`config.mk`:
```
export PLATFORM = sky130hd
export DESIGN_NAME = tff_updown_counter
export DESIGN_NICKNAME = d
export VERILOG_FILES = /design/src/rtl/tff_pkg.sv /design/src/rtl/t_ff_cell.sv /design/src/rtl/tff_updown_counter.sv
export SDC_FILE = /design/constraint.sdc
export NUM_CORES = 1
export LEC_CHECK = 0
export ABC_CLOCK_PERIOD_IN_PS = 4100
export CAP_MARGIN = 40
export CORE_AREA = 2 2 39 41
export CTS_CLUSTER_SIZE = 30
export DETAILED_ROUTE_END_ITERATION = 8
export DIE_AREA = 0 0 41 43
export PLACE_DENSITY = 0.7
export REMOVE_ABC_BUFFERS = 1
export SYNTH_ARGS = -nofsm -noshare
export SYNTH_HDL_FRONTEND = slang
export SYNTH_SLANG_ARGS = --single-unit
```
`constraint.sdc`:
```
create_clock -name clk -period 4.1 [get_ports clk]
set_clock_uncertainty 0.2 [all_clocks]
set_input_delay 1.23 -clock clk [delete_from_list [all_inputs] [get_ports clk]]
set_output_delay 1.23 -clock clk [all_outputs]
set_load 0.03 [all_outputs]
```
`src/rtl/tff_pkg.sv`:
```
// Shared types, defaults and helpers for the T-flop counter library.
// No logic, so no latency.
// No flow control.
package tff_pkg;

  // Counter width used when the instantiating code does not override it.
  localparam int DEFAULT_WIDTH = 4;

  // Behaviour of the counter when it reaches either bound.
  typedef enum logic {
    MODE_WRAP = 1'b0,
    MODE_SAT  = 1'b1
  } cnt_mode_e;

  // Parallel-load values above the top of the count range are clamped to it.
  function automatic logic [31:0] clamp_load(input logic [31:0] val, input logic [31:0] max);
    return (val > max) ? max : val;
  endfunction

endpackage

```
`src/rtl/t_ff_cell.sv`:
```
// Single-bit toggle flop with an async active-low reset to a selectable value.
// Latency: q toggles one clock after t is sampled high.
// No flow control; t=0 holds the bit.
module t_ff_cell (
  input  logic clk,
  input  logic reset,
  input  logic t,
  input  logic rst_val,
  output logic q,
  output logic qbar
);

  // Toggle on t; reset loads the per-bit reset value immediately.
  always_ff @(posedge clk or negedge reset) begin
    if (!reset) begin
      q <= rst_val;
    end else if (t) begin
      q <= ~q;
    end
  end

  // Deriving qbar from q keeps it the exact complement, including during reset.
  assign qbar = ~q;

endmodule

```
`src/rtl/tff_updown_counter.sv`:
```
// Up/down modulus counter built from T-flop cells with load, wrap/saturate and event flags.
// Latency: q and wrap update one clock after the sampling edge; tc is combinational.
// No flow control; en=0 holds the count, load overrides en.
module tff_updown_counter
  import tff_pkg::*;
#(
  parameter int WIDTH     = DEFAULT_WIDTH,
  parameter int MAX_COUNT = 2**WIDTH-1,
  parameter int RESET_VAL = 0,
  parameter int SATURATE  = 0
) (
  input  logic             clk,
  input  logic             reset,
  input  logic             en,
  input  logic             up_dn,
  input  logic             load,
  input  logic [WIDTH-1:0] load_val,
  output logic [WIDTH-1:0] q,
  output logic [WIDTH-1:0] qbar,
  output logic             tc,
  output logic             wrap
);

  localparam logic [WIDTH-1:0] MAX_Q = WIDTH'(MAX_COUNT);
  localparam logic [WIDTH-1:0] RST_Q = WIDTH'(RESET_VAL);
  localparam cnt_mode_e        MODE  = (SATURATE != 0) ? MODE_SAT : MODE_WRAP;

  logic [WIDTH-1:0] ld_q;
  logic [WIDTH-1:0] q_next;
  logic [WIDTH-1:0] t;
  logic             wrap_next;

  assign ld_q = WIDTH'(clamp_load(32'(load_val), 32'(MAX_COUNT)));

  // Next count: load beats enable; bound hits either wrap around or hold, and flag the event.
  always_comb begin
    q_next    = q;
    wrap_next = 1'b0;
    if (load) begin
      q_next = ld_q;
    end else if (en) begin
      if (up_dn) begin
        if (q == MAX_Q) begin
          wrap_next = 1'b1;
          if (MODE == MODE_WRAP) q_next = '0;
        end else begin
          q_next = q + WIDTH'(1);
        end
      end else begin
        if (q == '0) begin
          wrap_next = 1'b1;
          if (MODE == MODE_WRAP) q_next = MAX_Q;
        end else begin
          q_next = q - WIDTH'(1);
        end
      end
    end
  end

  // Each cell flips exactly the bits that differ between the current and next count.
  assign t = q ^ q_next;

  for (genvar i = 0; i < WIDTH; i++) begin : g_cell
    t_ff_cell u_cell (
      .clk     (clk),
      .reset   (reset),
      .t       (t[i]),
      .rst_val (RST_Q[i]),
      .q       (q[i]),
      .qbar    (qbar[i])
    );
  end

  // Terminal count looks at the bound in the current direction, only when a count step would happen.
  assign tc = en & ~load & (up_dn ? (q == MAX_Q) : (q == '0));

  // One-cycle pulse after a wrap or a saturation hit; repeats while saturation persists.
  always_ff @(posedge clk or negedge reset) begin
    if (!reset) begin
      wrap <= 1'b0;
    end else begin
      wrap <= wrap_next;
    end
  end

endmodule

```
==> key figures, run 1 <==
Pwr
  • Pwr Total: 225 µW
  • Switching Share: between 30 and 40%
  • Internal power: 141 µW
  • Combinational power share: 45.9%
  • Leakage power: about 0.00027 µW
  • Seq pwr share: 29.1%
  • Peak supply drop: ~0.19 mV
  • P_sw: around 84 µW
  • PwrDens: 356 mW/mm²
  • Clock power frac: 25.0%

Worst hold path
  • Hold Path Class: register to register

Die
  • Die height: ~43 µm
  • Die area: 0.00176 mm²
  • Starting density of the core: 33.9%
  • Std cell rows: 14
  • Die width: 41 µm
  • I/O pin count: 19
  • Core Region: 0.00138 mm²

Detailed routing
  • Post-route DRC: 0
  • WL final: 973 µm
  • Routed wire length per instance: 11.6 µm
  • ANT nets after route: 0
  • Vias per std cell: 4.82
  • First drt pass iteration count: 4
  • 1st-iter DRT viols: 4
  • Via count: 405

Layout
  • Fillers: 144
  • Antenna Diode Count: 0
  • Cell Count, Final, Fillers Out: 84
  • Core Util, Final: a little under half
  • Area grow syn2layout: 34.7%
  • Nets: 81
  • Share of cells above drive strength 1: 16.2%

Timing
  • Fmax: 270 MHz
  • Rel. slew slack: 77.3%
  • Slew Limit Fails: 0
  • Setup TNS Final: 0 ns
  • Final Critical Period: 3.70 ns
  • Fin. Hold Viols: 0
  • Min Hold Slack: 0.502 ns
  • Tightest Pin Transition: 0.340 ns
  • Final Cycle Share: 90.3%
  • RSZ-0062 raised after global routing: no
  • Setup violations, final: 0

Worst setup path
  • CP Launch Type: input port
  • CP Capture Type: primary output
  • Required @ worst endpoint: between 2 and 3 ns
  • Worst-path maximum fanout: 3
  • Worst Path Arrival: 2.27 ns
  • Crit path kind: input port to primary output

Place
  • Post-DP HPWL: ~770 µm
  • GPL Wtd Cong: 0.775
  • Port buffer count: 18
  • Cell total after placement: 80

Clocking
  • # hold bufs at CTS: 0
  • CTS tree: built
  • Clk slew on worst S/H paths: 0.04 ns
  • Worst-Skew Late Latency: 0.24 ns
  • Sink Count: 5
  • Max H-tree Level: 1
  • Root Buffer: clkbuf_4
  • Clock buffer depth: 2
  • CTS-repair resized insts: 0
  • Num CTS Buffers: 3
  • Post-CTS setup buffers: 0

Yosys
  • Post-synthesis mux area share: 5.33%
  • Seq/Total Area, Yosys: 26.7%
  • Simple logic cell fraction of the synthesized area: 10.7%
  • Synth Area in Compound Gates: 21.9%
  • #FFs+latches synth: 5
  • Largest family of logic cells by synthesized area: compound AO/OA/AOI/OAI gates
  • Netlist cell types: 25
  • Synth Area per Inst: 8.69 µm²
  • Cells after synthesis: 54
  • Synth Area in XOR/XNOR: 5.60%
  • Mapped Area: 469 µm²
  • Number of synthesis warnings: 0
  • Post-Synth Adder-Cell Area: 8.00%

Global routing
  • First-pass GRT wire length: 1480 µm
  • Total GRT Usage: between 10% and 20%
  • Initial antenna violation count: 0
  • Largest net degree at the start of global routing: 11
  • Vias in the first global route: 349
  • Gr ovfl total: 0

Job
  • Max cap viols: 0

Status
  • Status: completed
-- placed cells by master, fill, tap and decap left out, drive strengths merged --
cell           synthesis  layout
mux2                   1       1
o21ai                  4       4
a21boi                 1       1
buf                   11       4
mux2i                  1       1
nor3                   2       2
a311oi                 1       1
xnor2                  3       3
clkdlybuf4s50          0      17
nand2b                 1       1
inv                    5       5
dfrtp                  5       5
nor2                   1       1
nor2b                  1       1
o311a                  1       1
o31ai                  1       1
a21oi                  5       5
ha                     3       3
clkbuf                 0       4
nand3                  1       1
nor3b                  1       1
a211oi                 2       2
nand2                  3       3
-- state kept, by name, indices dropped and copies added, names as in the netlist --
signal / cells
wrap: 1
g_cell.u_cell.q: 4
-- worst max-delay path: stages --
cell,delay [ns]
clkdlybuf4s50_1,0.47
o21ai_0,0.14
a211oi_1,0.24
buf_4,0.19
-- final cells by class --
type                    count  area, µm²  share of cell area (%)
clock buffers               4       26.3                    4.16
inverters                   5       18.8                    2.97
multi-input cells          33        241                    38.2
flip-flops and latches      5        125                    19.8
well taps                  16       20.0                    3.17
repair buffers             21        200                    31.7
-- per-layer routing --
| metal | routed length (µm) | vias to the layer above | track usage, % | part of all wire (%) |
|---|---|---|---|---|
| met3 | 62 | 0 | 4.71 | 6.4 |
| met5 | 0 | - | 0 | 0 |
| li1 | - | 205 | - | - |
| met1 | 402 | 185 | 15.0 | 41 |
| met4 | 0 | 0 | 8.00 | 0 |
| met2 | 508 | 15 | 19.1 | 52 |
-- synthesized netlist by cell type (all sizes together) --
master  count  area share [%]
o31ai       1             2.7
nand3       1             1.1
xnor2       3             5.6
a211oi      2             3.2
mux2        1             3.2
dfrtp       5              27
buf        11              18
nand2b      1             1.3
ha          3             8.0
mux2i       1             2.1
a21boi      1             1.6
a21oi       5             6.1
nor2        1            0.80
inv         5             4.0
nor3b       1             1.6
nor2b       1             1.3
nor3        2             2.1
o21ai       4             4.3
nand2       3             2.4
o311a       1             2.1
a311oi      1             1.9
-- logic make-up (layout without fill, tap and decap cells) --
family | after synthesis | after routing
flops | 5 | 5
compound gates | 15 | 15
buf+inv | 16 | 30
mux | 2 | 2
simple gates | 10 | 10
xor+xnor | 3 | 3
fa+ha+maj | 3 | 3
-- path summary, 6_finish.rpt --
path / from / to / slack [ns] / cells past startpoint
max: up_dn / tc / 0.40 / 4
max reg2reg: g_cell[0].u_cell.q / g_cell[3].u_cell.q / 2.16 / 6
min reg2reg: g_cell[3].u_cell.q / wrap / 0.50 / 2
max in group asynchronous: reset / g_cell[0].u_cell.q / 2.51 / 1
min: g_cell[3].u_cell.q / wrap / 0.50 / 2
min in group asynchronous: reset / wrap / 1.00 / 1
-- power groups by stage --
| stage | Sequential [µW] | Combinational (µW) | Clock, µW |
|---|---|---|---|
| floorplan | 75.3 | 49.5 | 0 |
| global placement | 66.2 | 102 | 0 |
| detailed placement | 66.3 | 104 | 0 |
| CTS | 65.6 | 104 | 58.4 |
| global route | 66.5 | 111 | 61.2 |
| finish | 65.5 | 103 | 56.1 |
-- through the flow --
step	area [µm²]	setup WS, ns
3_3_place_gp	606	0.397
5_1_grt	632	0.310
6_report	632	0.399
2_1_floorplan	385	0.542
3_5_place_dp	606	0.388
4_1_cts	632	0.383
No activity file was read; power rests on OpenSTA's default activity.
==> run 2: changes to the inputs <==
--- a/config.mk
+++ b/config.mk
@@ -11,6 +11,7 @@
 export CTS_CLUSTER_SIZE = 30
 export DETAILED_ROUTE_END_ITERATION = 8
 export DIE_AREA = 0 0 41 43
+export HOLD_SLACK_MARGIN = 0.1
 export PLACE_DENSITY = 0.7
 export REMOVE_ABC_BUFFERS = 1
 export SYNTH_ARGS = -nofsm -noshare
==> results of run 2 <==
Final layout, timing and power as in run 1 (identical DEF).
==> run 3: changes to the inputs <==
--- a/config.mk
+++ b/config.mk
@@ -7,10 +7,11 @@
 export LEC_CHECK = 0
 export ABC_CLOCK_PERIOD_IN_PS = 4100
 export CAP_MARGIN = 40
-export CORE_AREA = 2 2 39 41
+export CORE_AREA = 5 5 42 44
+export CTS_CLUSTER_DIAMETER = 40
 export CTS_CLUSTER_SIZE = 30
 export DETAILED_ROUTE_END_ITERATION = 8
-export DIE_AREA = 0 0 41 43
+export DIE_AREA = 0 0 47 49
 export HOLD_SLACK_MARGIN = 0.1
 export PLACE_DENSITY = 0.7
 export REMOVE_ABC_BUFFERS = 1
==> constraint.sdc (replaced) <==
create_clock -name clk -period 4.1 [get_ports clk]
set_clock_uncertainty 0.2 [all_clocks]
set_input_delay 0.82 -clock clk [delete_from_list [all_inputs] [get_ports clk]]
set_output_delay 0.82 -clock clk [all_outputs]
set_load 0.03 [all_outputs]
==> run 3 against run 2 <==
Against the previous run:
- worst setup slack gained 0.043 ns
- clock power grew 0.7%
- design area shrank 2.0%
- critical endpoint unchanged
==> key figures, run 3 (synthesis results as in run 1) <==
Place
  • GPL Wtd Cong: 0.705 (-9.0%)
  • DP Area: 593 µm² (-2.1%)
  • Port buffer count: 18 (unchanged)
  • Post-DP HPWL: 758 µm (-1.2%)

Detailed routing
  • Post-route DRC: 0 (unchanged)
  • ANT nets after route: 0 (unchanged)
  • First drt pass iteration count: 4 (unchanged)
  • Vias per std cell: 4.72 (-2.1%)
  • WL final: 980 µm (+0.72%)
  • 1st-iter DRT viols: 7 (+3)
  • Routed wire length per instance: 12.0 µm (+3.2%)
  • Via count: 387 (-4.4%)

Clocking
  • Root Buffer: clkbuf_4
  • Worst-Skew Late Latency: 0.24 ns (about the same)
  • Post-CTS setup buffers: 0 (unchanged)
  • Clk slew on worst S/H paths: 0.04 ns (about the same)
  • # hold bufs at CTS: 0 (unchanged)
  • Max H-tree Level: 1 (unchanged)
  • Sink Count: 5 (unchanged)
  • CTS-repair resized insts: 0 (unchanged)
  • CTS tree: built
  • Clock buffer depth: 2 (unchanged)
  • Num CTS Buffers: 3 (unchanged)

Timing
  • Tightest Pin Transition: 0.319 ns (-0.0212 ns)
  • Rel. slew slack: 78.7% (+1.4 points)
  • Fin. Hold Viols: 0 (unchanged)
  • RSZ-0062 raised after global routing: no
  • Slew Limit Fails: 0 (unchanged)
  • Final Critical Period: 3.66 ns (-0.0433 ns)
  • Final Cycle Share: 89.2% (-1.1 points)
  • Setup TNS Final: 0 ns (unchanged)
  • Setup violations, final: 0 (unchanged)
  • Fmax: 273 MHz (+1.2%)

Global routing
  • First-pass GRT wire length: 1550 µm (+5.1%)
  • Largest net degree at the start of global routing: 12 (+1)
  • Gr ovfl total: 0 (unchanged)
  • Vias in the first global route: 364 (+4.3%)
  • Initial antenna violation count: 0 (unchanged)
  • Total GRT Usage: 9.19% (-3.7 points)

Worst setup path
  • Crit path kind: input port to primary output
  • R2r setup slk: 2.23 ns (+0.07 ns)
  • Slowest CP cell: clkdlybuf4s50_1
  • Worst-path cell chain: clkdlybuf4s50_1 -> o21ai_0 -> a211oi_1 -> clkdlybuf4s50_1
  • Required @ worst endpoint: 3.08 ns (+0.41 ns)
  • CP Launch Type: input port
  • CP Capture Type: primary output
  • Worst-path maximum fanout: 8 (+5)
  • Crit-path max cell delay: 0.71 ns (+0.24 ns)
  • Worst Path Arrival: 2.64 ns (+0.37 ns)
  • Most used cell, CP: clkdlybuf4s50_1

Die
  • Die width: 47 µm (+15%)
  • Std cell rows: 14 (unchanged)
  • Die height: 49 µm (+14%)
  • Starting density of the core: 33.5% (-0.42 points)
  • Core Region: 0.00140 mm² (+1.3%)
  • Die area: 0.00230 mm² (+31%)
  • I/O pin count: 19 (unchanged)

Layout
  • Max reg flops: 4 (unchanged)
  • Share of cells above drive strength 1: 12.1% (-4.1 points)
  • Biggest register: g_cell.u_cell.q
  • Nets: 79 (-2.5%)
  • Fin area: 619 µm² (-2.0%)
  • Largest registers: g_cell.u_cell.q x4, wrap x1
  • Area grow syn2layout: 32.0%
  • Most frequent cells in the layout: clkdlybuf4s50_1 (18), dfrtp_1 (5), inv_1 (4), o21ai_0 (4), a21oi_1 (4)
  • Most common cell after layout, fill and taps aside: clkdlybuf4s50_1
  • Antenna Diode Count: 0 (unchanged)

Pwr
  • PwrDens: 362 mW/mm² (+1.7%)
  • Peak supply drop: 0.263 mV (+41%)
  • Leakage power: 0.000257 µW (-4.3%)

Status
  • Status: completed

Job
  • Max cap viols: 0 (unchanged)

Worst hold path
  • Hold Path Class: register to register
## run 3: cell count changes in the layout (fill, tap and decap cells not counted), sizes merged
| cell | delta |
|---|---|
| buf | -3 |
| clkdlybuf4s50 | +1 |
## run 3: worst paths after layout
check,startpoint,cells after the start,to
setup / recovery,up_dn,4,tc
hold / removal,g_cell[2].u_cell.q,2,wrap
setup reg to reg,g_cell[0].u_cell.q,6,g_cell[3].u_cell.q
hold reg to reg,g_cell[2].u_cell.q,2,wrap
max in group asynchronous,reset,1,g_cell[3].u_cell.q
min in group asynchronous,reset,1,g_cell[0].u_cell.q
## run 3: metal layers
| layer | share of wire [%] | GRT usage (%) | wire [µm] | up-vias |
|---|---|---|---|---|
| met5 | 0 | 0 | 0 | - |
| met4 | 0 | 4.15 | 0 | 0 |
| li1 | - | - | - | 200 |
| met1 | 41 | 10.9 | 403 | 172 |
| met3 | 7.2 | 3.32 | 71 | 0 |
| met2 | 52 | 14.3 | 505 | 15 |
## run 3: area by class of cell
type	count	area, µm²
fillers	160	782
multi-input cells	33	241
repair buffers	19	188
flip-flops and latches	5	125
clock buffers	4	26.3
well taps	16	20.0
inverters	5	18.8
## run 3: per-stage QoR
stage	util (%)	hold slack, ns	std cells	total power [µW]	setup slack, ns
after floorplan	-	0.324	43	125	0.963
after global placement	42.3	0.491	78	169	0.484
after detailed placement	42.3	0.500	78	169	0.453
after CTS	44.2	0.512	82	228	0.453
after global routing	44.2	0.536	82	240	0.330
final	44.2	0.509	82	224	0.442
## run 3: critical path, delay by kind of cell
kind / cells / cell delay [ns]
buffers and inverters: 2 / 1.36
AOI/OAI and AO/OA: 2 / 0.45
## run 3: power by group
group	switching [µW]	total, µW	leakage, µW	internal [µW]
sequential	10.2	65.4	0.0000609	55.3
combinational	54.1	102	0.000181	48.0
clock	19.8	56.5	0.0000150	36.8
==> RTL change (flow settings as in run 1) <==
The package constant `DEFAULT_WIDTH` goes from 4 to 3.
--- a/src/rtl/tff_pkg.sv
+++ b/src/rtl/tff_pkg.sv
@@ -5,5 +5,5 @@
 
   // Counter width used when the instantiating code does not override it.
-  localparam int DEFAULT_WIDTH = 4;
+  localparam int DEFAULT_WIDTH = 3;
 
   // Behaviour of the counter when it reaches either bound.
Ports: changed (resized load_val, q and qbar); port bits go from 19 to 16. No check against the original RTL was run, so the function may have changed too.
==> RTL change against run 1 <==
  * Cell area is 21% lower
  * Worst hold slack worse by 44 ps
  * Area after synthesis is 27% lower
  * Fmax is 0.99% lower
  * Wire length is 30% lower
  * Power is 26% lower
  * Via count is 28% lower
  * Sequential cell count is 1 lower
  * Setup slack worse by 37 ps
  * Combinational power is 33% lower
==> RTL change: results (changes against run 1) <==
placed instance count 65 (-19%); Final Instance Area 497 µm² (-21%); Int Power 0.000109 W (-23%); register area share after synthesis 0.291 (+0.0242); largest cells by area after synthesis dfrtp_1, ha_1, buf_4; placed cell area 474 µm² (-22%); Reg area 100 µm² (-20%); drt first pass iters 2 (-2); clock network fraction of design power 0.291 (+0.041); switch share 0.344 (-0.0279); hpwl dp 568 µm (-26%); Non-CTS buffers 16 (-24%); Yosys cell types 15 (-40%); Worst R2R Path Depth 5 (-1); largest net degree at the start of global routing 9 (-2); Largest regs g_cell.u_cell.q: 3 flops, wrap: 1 flops; vias in the first global route 273 (-22%); Async S/R FF share, synth 1.00 (unchanged); VDD IR max 0.139 mV (-26%); multi-input gates 26 (-21%); initial antenna violation count 0 (unchanged); Hold Path Cell Cnt 3 (+1); Avg Cell Area, Syn 8.82 µm² (+1.5%); vias per cell 4.29 (-11%); GPL Wtd Cong 0.841 (+8.5%); inverters 3 (-2); arrival time worst endpoint 2310 ps (+40 ps); CP max stage delay 430 ps (-40 ps); FF+latch count, synth 4 (-1); area of the multi-input gates 188 µm² (-22%); Clock-cell share 0.0453 (+0.00376); worst-path maximum fanout 2 (-1); Post-Synth Adder-Cell Area 0.145 (+0.0655); layout cells sized above 1 0.115 (-0.0464); status completed; H-Tree Depth 1 (unchanged); first-pass GRT wire length 1090 µm (-26%); fillers 139 (-3.5%); gr usage total 0.0907 (-0.0383); Setup Fix Bufs, Post-CTS 0 (unchanged); I/O Buffers 15 (-3); DRT Wirelength 681 µm (-30%); mux cell area share after synthesis 0 (-0.0533); top cells by count, synth a21oi_1, buf_4, dfrtp_1, ha_1; compound-cell area share of the yosys netlist 0.200 (-0.0187); worst slack, placed 376 ps (-11.8 ps); post-route insts no fill 68 (-19%); Data buffer area share 0.312 (-0.00449); Final #Nets 66 (-19%); Combinational Power 0.0000688 W (-33%); xor-xnor portion of the synthesized cell area 0 (-0.0560); relative slew slack 0.792 (+0.0192); # diodes 0 (unchanged); Static Leak 0.219 nW (-18%)
RTL change: changes by cell type after synthesis, sizes merged, moves of 3 or more:
cell | before | now
buf | 11 | 6
nand2b | 1 | 4
o21ai | 4 | 1
xnor2 | 3 | 0
RTL change: final timing paths:
check,endpoint,slack (ps),start
worst min register to register,g_cell[0].u_cell.q$_DFFE_PN0P_,460,g_cell[0].u_cell.q$_DFFE_PN0P_
worst max register to register,g_cell[1].u_cell.q$_DFFE_PN0P_,2410,g_cell[0].u_cell.q$_DFFE_PN0P_
worst min-delay path,g_cell[0].u_cell.q$_DFFE_PN0P_,460,g_cell[0].u_cell.q$_DFFE_PN0P_
worst max-delay path,tc,360,up_dn
min in group asynchronous,g_cell[2].u_cell.q$_DFFE_PN0P_,1000,reset
max in group asynchronous,g_cell[1].u_cell.q$_DFFE_PN0P_,2530,reset
RTL change: routing by layer:
layer,vias up,global-route usage,part of all wire
met5,-,0,0
li1,157,-,-
met1,124,0.121,0.46
met3,0,0.0366,0.072
met4,0,0.0400,0
met2,11,0.125,0.47
